## src/rtl/shift_arbiter.sv

```systemverilog
// Round-robin arbiter that shares one combinational right shifter/rotator between
// two requesters and captures each result in a one-entry valid/ready output slot.
module shift_arbiter #(
  parameter int N = 16,
  parameter int C = 4
) (
  input  logic         clk,
  input  logic         rst,
  input  logic         a_req,
  input  logic [N-1:0] a_in,
  input  logic [C-1:0] a_cnt,
  input  logic         a_op,
  output logic         a_gnt,
  input  logic         b_req,
  input  logic [N-1:0] b_in,
  input  logic [C-1:0] b_cnt,
  input  logic         b_op,
  output logic         b_gnt,
  output logic [N-1:0] sh_in,
  output logic [C-1:0] sh_cnt,
  output logic         sh_op,
  input  logic [N-1:0] sh_out,
  output logic         res_valid,
  output logic         res_id,
  output logic [N-1:0] res_data,
  input  logic         res_ready
);

  typedef enum logic {EMPTY = 1'b0, FULL = 1'b1} state_t;

  state_t         state_q, state_d;
  logic [N-1:0]   res_data_q, res_data_d;
  logic           res_id_q, res_id_d;
  logic           last_id_q, last_id_d;
  logic           can_accept;
  logic           grant;
  logic           grant_id;

  assign can_accept = (state_q == EMPTY) || res_ready;

  // Gnts are gated by rst so they drop the instant reset asserts.
  always_comb begin
    a_gnt = 1'b0;
    b_gnt = 1'b0;
    if (!rst && can_accept) begin
      if (a_req && b_req) begin
        if (last_id_q) a_gnt = 1'b1;
        else           b_gnt = 1'b1;
      end else if (a_req) begin
        a_gnt = 1'b1;
      end else if (b_req) begin
        b_gnt = 1'b1;
      end
    end
  end

  assign grant    = a_gnt || b_gnt;
  assign grant_id = b_gnt;

  always_comb begin
    sh_in  = '0;
    sh_cnt = '0;
    sh_op  = 1'b0;
    if (a_gnt) begin
      sh_in  = a_in;
      sh_cnt = a_cnt;
      sh_op  = a_op;
    end else if (b_gnt) begin
      sh_in  = b_in;
      sh_cnt = b_cnt;
      sh_op  = b_op;
    end
  end

  always_comb begin
    state_d    = state_q;
    res_data_d = res_data_q;
    res_id_d   = res_id_q;
    last_id_d  = last_id_q;
    if (grant) begin
      state_d    = FULL;
      res_data_d = sh_out;
      res_id_d   = grant_id;
      last_id_d  = grant_id;
    end else if (state_q == FULL && res_ready) begin
      state_d = EMPTY;
    end
  end

  // last_id resets to B so that A wins the first tie.
  always_ff @(posedge clk or posedge rst) begin
    if (rst) begin
      state_q    <= EMPTY;
      res_data_q <= '0;
      res_id_q   <= 1'b0;
      last_id_q  <= 1'b1;
    end else begin
      state_q    <= state_d;
      res_data_q <= res_data_d;
      res_id_q   <= res_id_d;
      last_id_q  <= last_id_d;
    end
  end

  assign res_valid = (state_q == FULL);
  assign res_id    = res_id_q;
  assign res_data  = res_data_q;

endmodule
```

## config.mk

```make
export PLATFORM = sky130hd
export DESIGN_NAME = shift_arbiter
export DESIGN_NICKNAME = d
export VERILOG_FILES = /design/src/rtl/shift_arbiter.sv
export SDC_FILE = /design/constraint.sdc
export NUM_CORES = 1
export LEC_CHECK = 0
export CAP_MARGIN = 40
export CELL_PAD_IN_SITES_DETAIL_PLACEMENT = 0
export CELL_PAD_IN_SITES_GLOBAL_PLACEMENT = 1
export CORE_ASPECT_RATIO = 1.2
export CORE_MARGIN = 1
export CORE_UTILIZATION = 20
export DETAILED_ROUTE_END_ITERATION = 8
export PLACE_DENSITY_LB_ADDON = 0.1
export SLEW_MARGIN = 15
export SYNTH_ARGS = -nofsm -noshare
export SYNTH_HDL_FRONTEND = slang
export SYNTH_SLANG_ARGS = --single-unit
```

## constraint.sdc

```tcl
create_clock -name clk -period 2 [get_ports clk]
set_input_delay 0.4 -clock clk [delete_from_list [all_inputs] [get_ports clk]]
set_output_delay 0.4 -clock clk [all_outputs]
set_load 0.01 [all_outputs]
```

* After elaboration in Yosys (flattened, before gate mapping)
Cells that the tools add are included.
Widths: inputs -> output; s select.
** Storage, ports and cells
- Logic and storage cells :: 29
- Output and inout port bits :: 41
- Register bits :: 19
- Bits of input ports :: 63
** Operators by class
- Bitwise logic cells :: 1
- Muxes and demuxes :: 17
- Reduce and logical (&&, ||, !) cells :: 7
** Operators with widths (number)
- $mux 16 :: 2
- $mux 1 :: 13
- $mux 4 :: 2
- $logic_and 1x1->1 :: 3
- $logic_or 1x1->1 :: 2
- $reduce_bool 2->1 :: 1
- $logic_not 1->1 :: 1
- $not 1->1 :: 1

* Logic depth before layout (Yosys ltp)
Gate-level depths: netlist of the first run.
- Word-level depth :: 6
- Gate-level depth with buffers :: 4
- Gate-level depth less buffers :: 3

* Worst setup path before layout of the first run
Ideal clock, no wire load.
- Path kind :: reg-to-output
- Start :: register last_id_q
- End :: output port sh_in[10]
- Required time :: 1.600 ns
- Slack :: 0.172 ns
- Path buffers :: 1
- Data arrival time :: 1.428 ns
- Stages on the path, launching flop included :: 5
- Cell sequence :: dfstp_2 -> inv_1 -> a2111oi_4 -> buf_2 -> a22o_1
** RTL lines
- start: declaration :: RTL line 34 : logic last_id_q, last_id_d;
- start signal: assignment :: RTL line 101 : last_id_q <= last_id_d;
- $mux 1 :: RTL line 47 : if (last_id_q) a_gnt = 1'b1;
- $mux 1 :: RTL line 46 : if (a_req && b_req) begin
- $mux 1 :: RTL line 45 : if (!rst && can_accept) begin
- net a_gnt :: RTL line 13 : output logic a_gnt,
- $mux 16 :: RTL line 64 : if (a_gnt) begin
- end: declaration :: RTL line 19 : output logic [N-1:0] sh_in,
The timed path passes the listed nets, and every way through them passes these cells.

* Worst setup path in the final report of the first run
- Start :: register last_id_q
- End :: output port sh_in[0]
** On the way
- Cells in the longest elaborated chain, start to end :: 5
** RTL lines
- $mux 1 :: RTL line 47
- $mux 1 :: RTL line 46
- $mux 1 :: RTL line 45
- $mux 16 :: RTL line 68 : end else if (b_gnt) begin
- $mux 16 (*) :: RTL line 64
Mark *: on every way between the ends. The rest lies on a longest branch, timed or not.

==> results by group, run 1 <==
Global routing
  • Vias in the first global route: about 1100
  • Largest net degree at the start of global routing: 18
  • Congestion Overflow GR: 0
  • Total GRT Usage: about 13%
  • Wire length of the first global-routing pass: around 5200 um
  • Initial antenna violation count: 0

STA
  • Final worst path period need: ~2.3 ns
  • Unrepaired setup endpoints after global routing: yes
  • Max-Slew Margin vs Limit: approximately three quarters
  • Final setup fails: 22
  • Final worst slack: -0.3104 ns
  • Actual slew at the worst max-slew pin: 0.3975 ns
  • TNS Setup: -5.079 ns
  • Layout Skew: 0.002203 ns
  • Peak Freq: ~430 MHz
  • Final Hold Vio Count: 0
  • Tcrit/Tclk final: 115.5%
  • Fin. max-slew vios: 0

Synthesis
  • Mux share of post-synthesis cell area: between 20% and 30%
  • Syn avg cell area: about 14 um2
  • Synth top area share: between 40% and 50%
  • XOR/XNOR share of the synthesized area: 0%
  • Post-synth top area cell: dfrtp_1
  • Sequential fraction of the synthesis area: 45.74%
  • Synth Register Bits: 19
  • Top cells by area, synth: dfrtp_1, a22o_1, mux2_4
  • Largest family of logic cells by synthesized area: compound AO/OA/AOI/OAI gates
  • Syn_nets: 137
  • Synth Warn #: 0
  • Synth Instances: 74
  • Simple-gate share of the synthesized area: roughly 1.4%
  • Post-Syn Area: about 0.0010 mm2
  • Synth Area in Compound Gates: a little over a quarter
  • Count of cell types in the netlist: 16
  • Post-Synth Adder-Cell Area: 0%

Worst setup path
  • Critical path class: reg2out
  • WP data arrival: around 1.9 ns
  • Reg2reg end: res_data[13]
  • Worst Reg2Reg Path Length in Cells: 5
  • CP endpoint: sh_in[0]
  • CP startpoint kind: flop
  • R2R Path Start: res_valid
  • Worst Setup End Kind: primary output
  • CP Max Fanout: 3
  • Crit path from: last_id_q
  • Reg2reg setup slack: 0.46 ns
  • Critical Path RT: between 1.5 and 2 ns

Layout
  • Layout cells sized above 1: between 30% and 40%
  • Post-layout nets: ~260
  • Design area: 0.002286 mm2
  • Ant. Diodes: 0
  • Most common cell after layout, fill and taps aside: clkdlybuf4s50_1
  • Area delta synth->final: 119.3%
  • Leading cell types in the layout, fill and taps excluded: clkdlybuf4s50_1, a22o_1, buf_2, dfrtp_1, buf_4
  • Final core occ: approximately 46%

CTS
  • Worst-path clk slew: ~0.070 ns
  • Inserted Clock Buffers: 3
  • Root Buffer Master: clkbuf_8
  • Worst-case clock buffer depth: 2
  • Clock Latency Late Sink: ~0.25 ns
  • Sink Count: 19
  • H-Tree Depth: 1
  • TritonCTS clock tree: done

Floorplanning
  • Die H: 81.08 um
  • Die area: about 0.0055 mm2
  • Initial Util: about a fifth
  • Die width: roughly 68 um
  • Row Count: 28
  • Placeable Area: 0.004975 mm2
  • Number of I/O pins: 104

Routing
  • Drt wl/cell: approximately 15 um
  • DRT iter0 DRCs: 20
  • # DRC: 0
  • 1st-pass router iterations: 3
  • Routed Antenna Nets: 0
  • DR vias: between 1000 and 1500
  • Total Wirelength: 3811 um
  • Vias per inst: between 4 and 5

Power
  • Pwr Density: slightly above 600 mW/mm2
  • Maximum vdd drop: between 0.0003 and 0.0004 V
  • Leak: between 1 and 1.5 nW

Run status
  • Status: finished, violations left
  • Failing checks: setup timing

Placement
  • Post-Place Cell Area: ~0.0022 mm2
  • Routability congestion estimate from global placement: 0.6813
  • Port bufs: just over 100
  • Post-DP HPWL: about 2800 um

Hold path
  • Min-delay worst type: in2async

Run
  • Maxcap violations: 0
==> cell families after synthesis <==
logic type,count (synthesis)
buf+inv,10
mux,16
flops,19
simple gates,2
compound gates,27
==> Yosys cell counts (all sizes together) <==
master	count
a2111oi	2
o41ai	1
a211oi	1
or2	1
nor2b	1
dfrtp	18
buf	5
inv	5
o31ai	1
a22o	21
dfstp	1
mux2	16
o21bai	1
==> layout make-up <==
class	instances	area (um2)
fillers	475	2689
repair buffers	126	1154
multi-input cells	45	516.7
flip-flops and latches	19	476.7
well taps	60	75.07
clock buffers	4	45.04
inverters	5	18.77
==> power by group <==
group          internal (mW)  switching, mW
logic                  0.418          0.220
registers              0.461         0.0400
clock network          0.141          0.121
total                   1.02          0.382
==> metal layers <==
layer / vias up / track usage (%) / share of wire, %
met5: - / 0 / 0
li1: 534 / - / -
met4: 0 / 5.000 / 0.73
met1: 530 / 12.47 / 35
met3: 2 / 3.090 / 14
met2: 74 / 24.95 / 50
==> repair_timing <==
| action | 4_1_cts | 5_1_grt |
|---|---|---|
| hold buffers | 0 | 0 |
| setup endpoints to repair | 23 | 23 |
| gates cloned | 2 | 0 |
| pin swaps | 4 | 5 |
| resized for setup | 102 | 3 |
| endpoints found under the hold margin | 0 | 0 |
| buffers inserted | 11 | 1 |
==> worst max-delay path, stage by stage, from the launching register on <==
cell and delay, ns:
dfstp_2 0.54, inv_2 0.04, a2111oi_4 0.45, clkbuf_16 0.21, buf_6 0.10, buf_6 0.09
a22o_1 0.11, buf_2 0.12
==> through the flow <==
| stage | worst slack, ns | hold WS [ns] | instances | total power [mW] |
|---|---|---|---|---|
| 5_1_grt | -0.4193 | 0.4492 | 259 | 1.484 |
| 2_1_floorplan | 0.1716 | 0.3504 | 74 | 0.7515 |
| 3_5_place_dp | -0.7436 | 0.5006 | 244 | 1.152 |
| 4_1_cts | -0.3169 | 0.4329 | 261 | 1.440 |
| 3_3_place_gp | -0.6779 | 0.4929 | 244 | 1.139 |
| 6_report | -0.3104 | 0.4297 | 259 | 1.402 |
==> how the worst min path moves through the flow <==
| stage | end | slack [ns] |
|---|---|---|
| finish | res_data[1] | 0.43 |
| global route | res_data[1] | 0.45 |
| CTS | res_data[0] | 0.43 |
| detailed placement | res_data[14] | 0.50 |
| global placement | res_data[3] | 0.49 |
| floorplan | res_data[0] | 0.35 |
==> state kept, by name (all words and copies together) (netlist names) <==
register	count
last_id_q	1
res_valid	1
res_id	1
res_data	16
No activity file was read; power rests on OpenSTA's default activity.
==> inputs of run 2 (changes only) <==
--- a/config.mk
+++ b/config.mk
@@ -8,7 +8,7 @@
 export CAP_MARGIN = 40
 export CELL_PAD_IN_SITES_DETAIL_PLACEMENT = 0
 export CELL_PAD_IN_SITES_GLOBAL_PLACEMENT = 1
-export CORE_ASPECT_RATIO = 1.2
+export CORE_ASPECT_RATIO = 1.25
 export CORE_MARGIN = 1
 export CORE_UTILIZATION = 20
 export DETAILED_ROUTE_END_ITERATION = 8
==> results by group, run 2 (synthesized netlist as in run 1, its figures left out) <==
Routing
  • Drt wl/cell: 13.93 um (-5.3%)
  • DR vias: 1133 (-0.61%)
  • DRT iter0 DRCs: 23 (+15%)
  • 1st-pass router iterations: 4 (+1)
  • # DRC: 0 (unchanged)
  • Total Wirelength: 3635 um (-4.6%)
  • Routed Antenna Nets: 0 (unchanged)
  • Vias per inst: 4.341 (-1.4%)

STA
  • Actual slew at the worst max-slew pin: 0.4561 ns (+0.05860 ns)
  • Fin. max-slew vios: 0 (unchanged)
  • Unrepaired setup endpoints after global routing: yes
  • Peak Freq: 426.1 MHz (-1.5%)
  • Hold_ws: 0.5094 ns (+0.07978 ns)
  • Layout Skew: 0.005449 ns (+0.003246 ns)
  • Final setup fails: 22 (unchanged)
  • Tcrit/Tclk final: 117.3% (+1.8 points)
  • Max-Slew Margin vs Limit: 69.56% (-3.9 points)
  • Final worst path period need: 2.347 ns (+0.03622 ns)
  • Final Hold Vio Count: 0 (unchanged)
  • TNS Setup: -5.763 ns (-0.6841 ns)
  • Final worst slack: -0.3467 ns (-0.03622 ns)

Layout
  • Layout cells sized above 1: 37.69% (+1.0 points)
  • Largest register FFs: 16 (unchanged)
  • Leading cell types in the layout, fill and taps excluded: clkdlybuf4s50_1, a22o_1, buf_2, dfrtp_1, buf_4
  • Area delta synth->final: 121.2%
  • Ant. Diodes: 0 (unchanged)
  • Post-layout nets: 263 (unchanged)
  • Final core occ: 45.72% (-0.23 points)
  • Most common cell after layout, fill and taps aside: clkdlybuf4s50_1

Placement
  • Post-DP HPWL: 2654 um (-5.4%)
  • Routability congestion estimate from global placement: 0.7114 (+4.4%)
  • Port bufs: 103 (unchanged)

Worst setup path
  • Critical Path RT: 1.60 ns (about the same)
  • Worst Setup End Kind: primary output
  • CP startpoint kind: flop
  • Reg2reg end: res_id
  • WP data arrival: 1.95 ns (+0.04 ns)
  • Critical path class: reg2out
  • Crit path from: last_id_q
  • Worst Reg2Reg Path Length in Cells: 5 (unchanged)
  • CP Max Fanout: 3 (unchanged)
  • Reg2reg setup slack: 0.38 ns (-0.08 ns)
  • R2R Path Start: last_id_q

Hold path
  • Hold Path End: res_data[15]
  • Min-delay worst type: reg2reg
  • Worst hold stages: 1
  • Min-delay src: res_data[15]

Floorplanning
  • Number of I/O pins: 104 (unchanged)
  • Die H: 82.71 um (+2.0%)
  • Die area: 0.005506 mm2 (about the same)
  • Initial Util: 20.66% (-0.29 points)
  • Die width: 66.57 um (-2.0%)
  • Row Count: 29 (+3.6%)
  • Placeable Area: 0.005044 mm2 (+1.4%)

CTS
  • Worst-case clock buffer depth: 2 (unchanged)
  • Post-CTS Hold Buffers: 0 (unchanged)
  • Clock Latency Late Sink: 0.26 ns (about the same)
  • Sink Count: 19 (unchanged)
  • Inserted Clock Buffers: 3 (unchanged)
  • Root Buffer Master: clkbuf_8
  • TritonCTS clock tree: done
  • H-Tree Depth: 1 (unchanged)
  • Worst-path clk slew: 0.08 ns (about the same)

Global routing
  • Initial antenna violation count: 0 (unchanged)
  • Wire length of the first global-routing pass: 5216 um (+0.79%)
  • Congestion Overflow GR: 0 (unchanged)
  • Largest net degree at the start of global routing: 18 (unchanged)
  • Vias in the first global route: 1117 (-1.1%)
  • Total GRT Usage: 12.50% (-0.30 points)

Run status
  • Failing checks: setup timing
  • Status: finished, violations left

Run
  • Maxcap violations: 0 (unchanged)

Power
  • Maximum vdd drop: 0.0004701 V (+21%)
  • PnR Total Power: 1.414 mW (+0.83%)
  • Pwr Density: 613.1 mW/mm2 (about the same)
  • Leak: 1.042 nW (+0.65%)
run 2: changes by cell type in the layout (fill, tap and decap cells not counted):
cell	delta
clkinv_2	+1
buf_8	+1
buf_4	-2
clkbuf_2	+1
clkbuf_1	-1
buf_12	+1
dlygate4sd2_1	-1
run 2: what timing repair did:
| item | in CTS | in global routing |
|---|---|---|
| pin swaps | 2 | 4 |
| cloned | 2 | 0 |
| buffers inserted | 10 | 2 |
| endpoints found under the setup margin | 23 | 23 |
| resized for setup | 103 | 6 |
run 2: critical path, cell delays in order (launching register included):
cell	delay [ns]
dfstp_2	0.54
inv_2	0.04
a2111oi_4	0.46
clkbuf_16	0.22
buf_8	0.10
buf_6	0.09
a22o_1	0.11
buf_2	0.12
run 2: layout make-up:
cell class | count | area, um2
fillers | 464 | 2738
repair buffers | 126 | 1170
multi-input cells | 45 | 516.7
flip-flops and latches | 19 | 476.7
well taps | 62 | 77.57
clock buffers | 3 | 41.29
inverters | 5 | 18.77
clock inverters | 1 | 5.005
run 2: how the worst max path moves through the flow:
stage / end / slack (ns) / cells after the start
5_1_grt: sh_in[13] / -0.47 / 7
4_1_cts: sh_in[4] / -0.38 / 7
3_5_place_dp: sh_in[11] / -0.72 / 6
2_1_floorplan: sh_in[10] / 0.17 / 4
6_report: sh_in[13] / -0.35 / 7
3_3_place_gp: sh_in[7] / -0.69 / 6
run 2: power breakdown:
part           internal [mW]  switching [mW]  total [mW]
logic                  0.422           0.222       0.644
clock network          0.138           0.131       0.269
registers              0.461          0.0397       0.500
run 2: through the flow:
step	cell area, um2	std cells	worst slack [ns]
floorplan	1042	74	0.1716
global placement	2243	246	-0.6919
detailed placement	2243	246	-0.7222
CTS	2330	262	-0.3776
global route	2306	261	-0.4689
finish	2306	261	-0.3467
run 2: metal layers:
metal / share of wire [%] / up-vias / track usage, %
li1: - / 535 / -
met1: 38 / 533 / 14.55
met2: 52 / 63 / 22.83
met3: 9.8 / 2 / 2.747
met4: 0.28 / 0 / 3.191
met5: 0 / - / 0
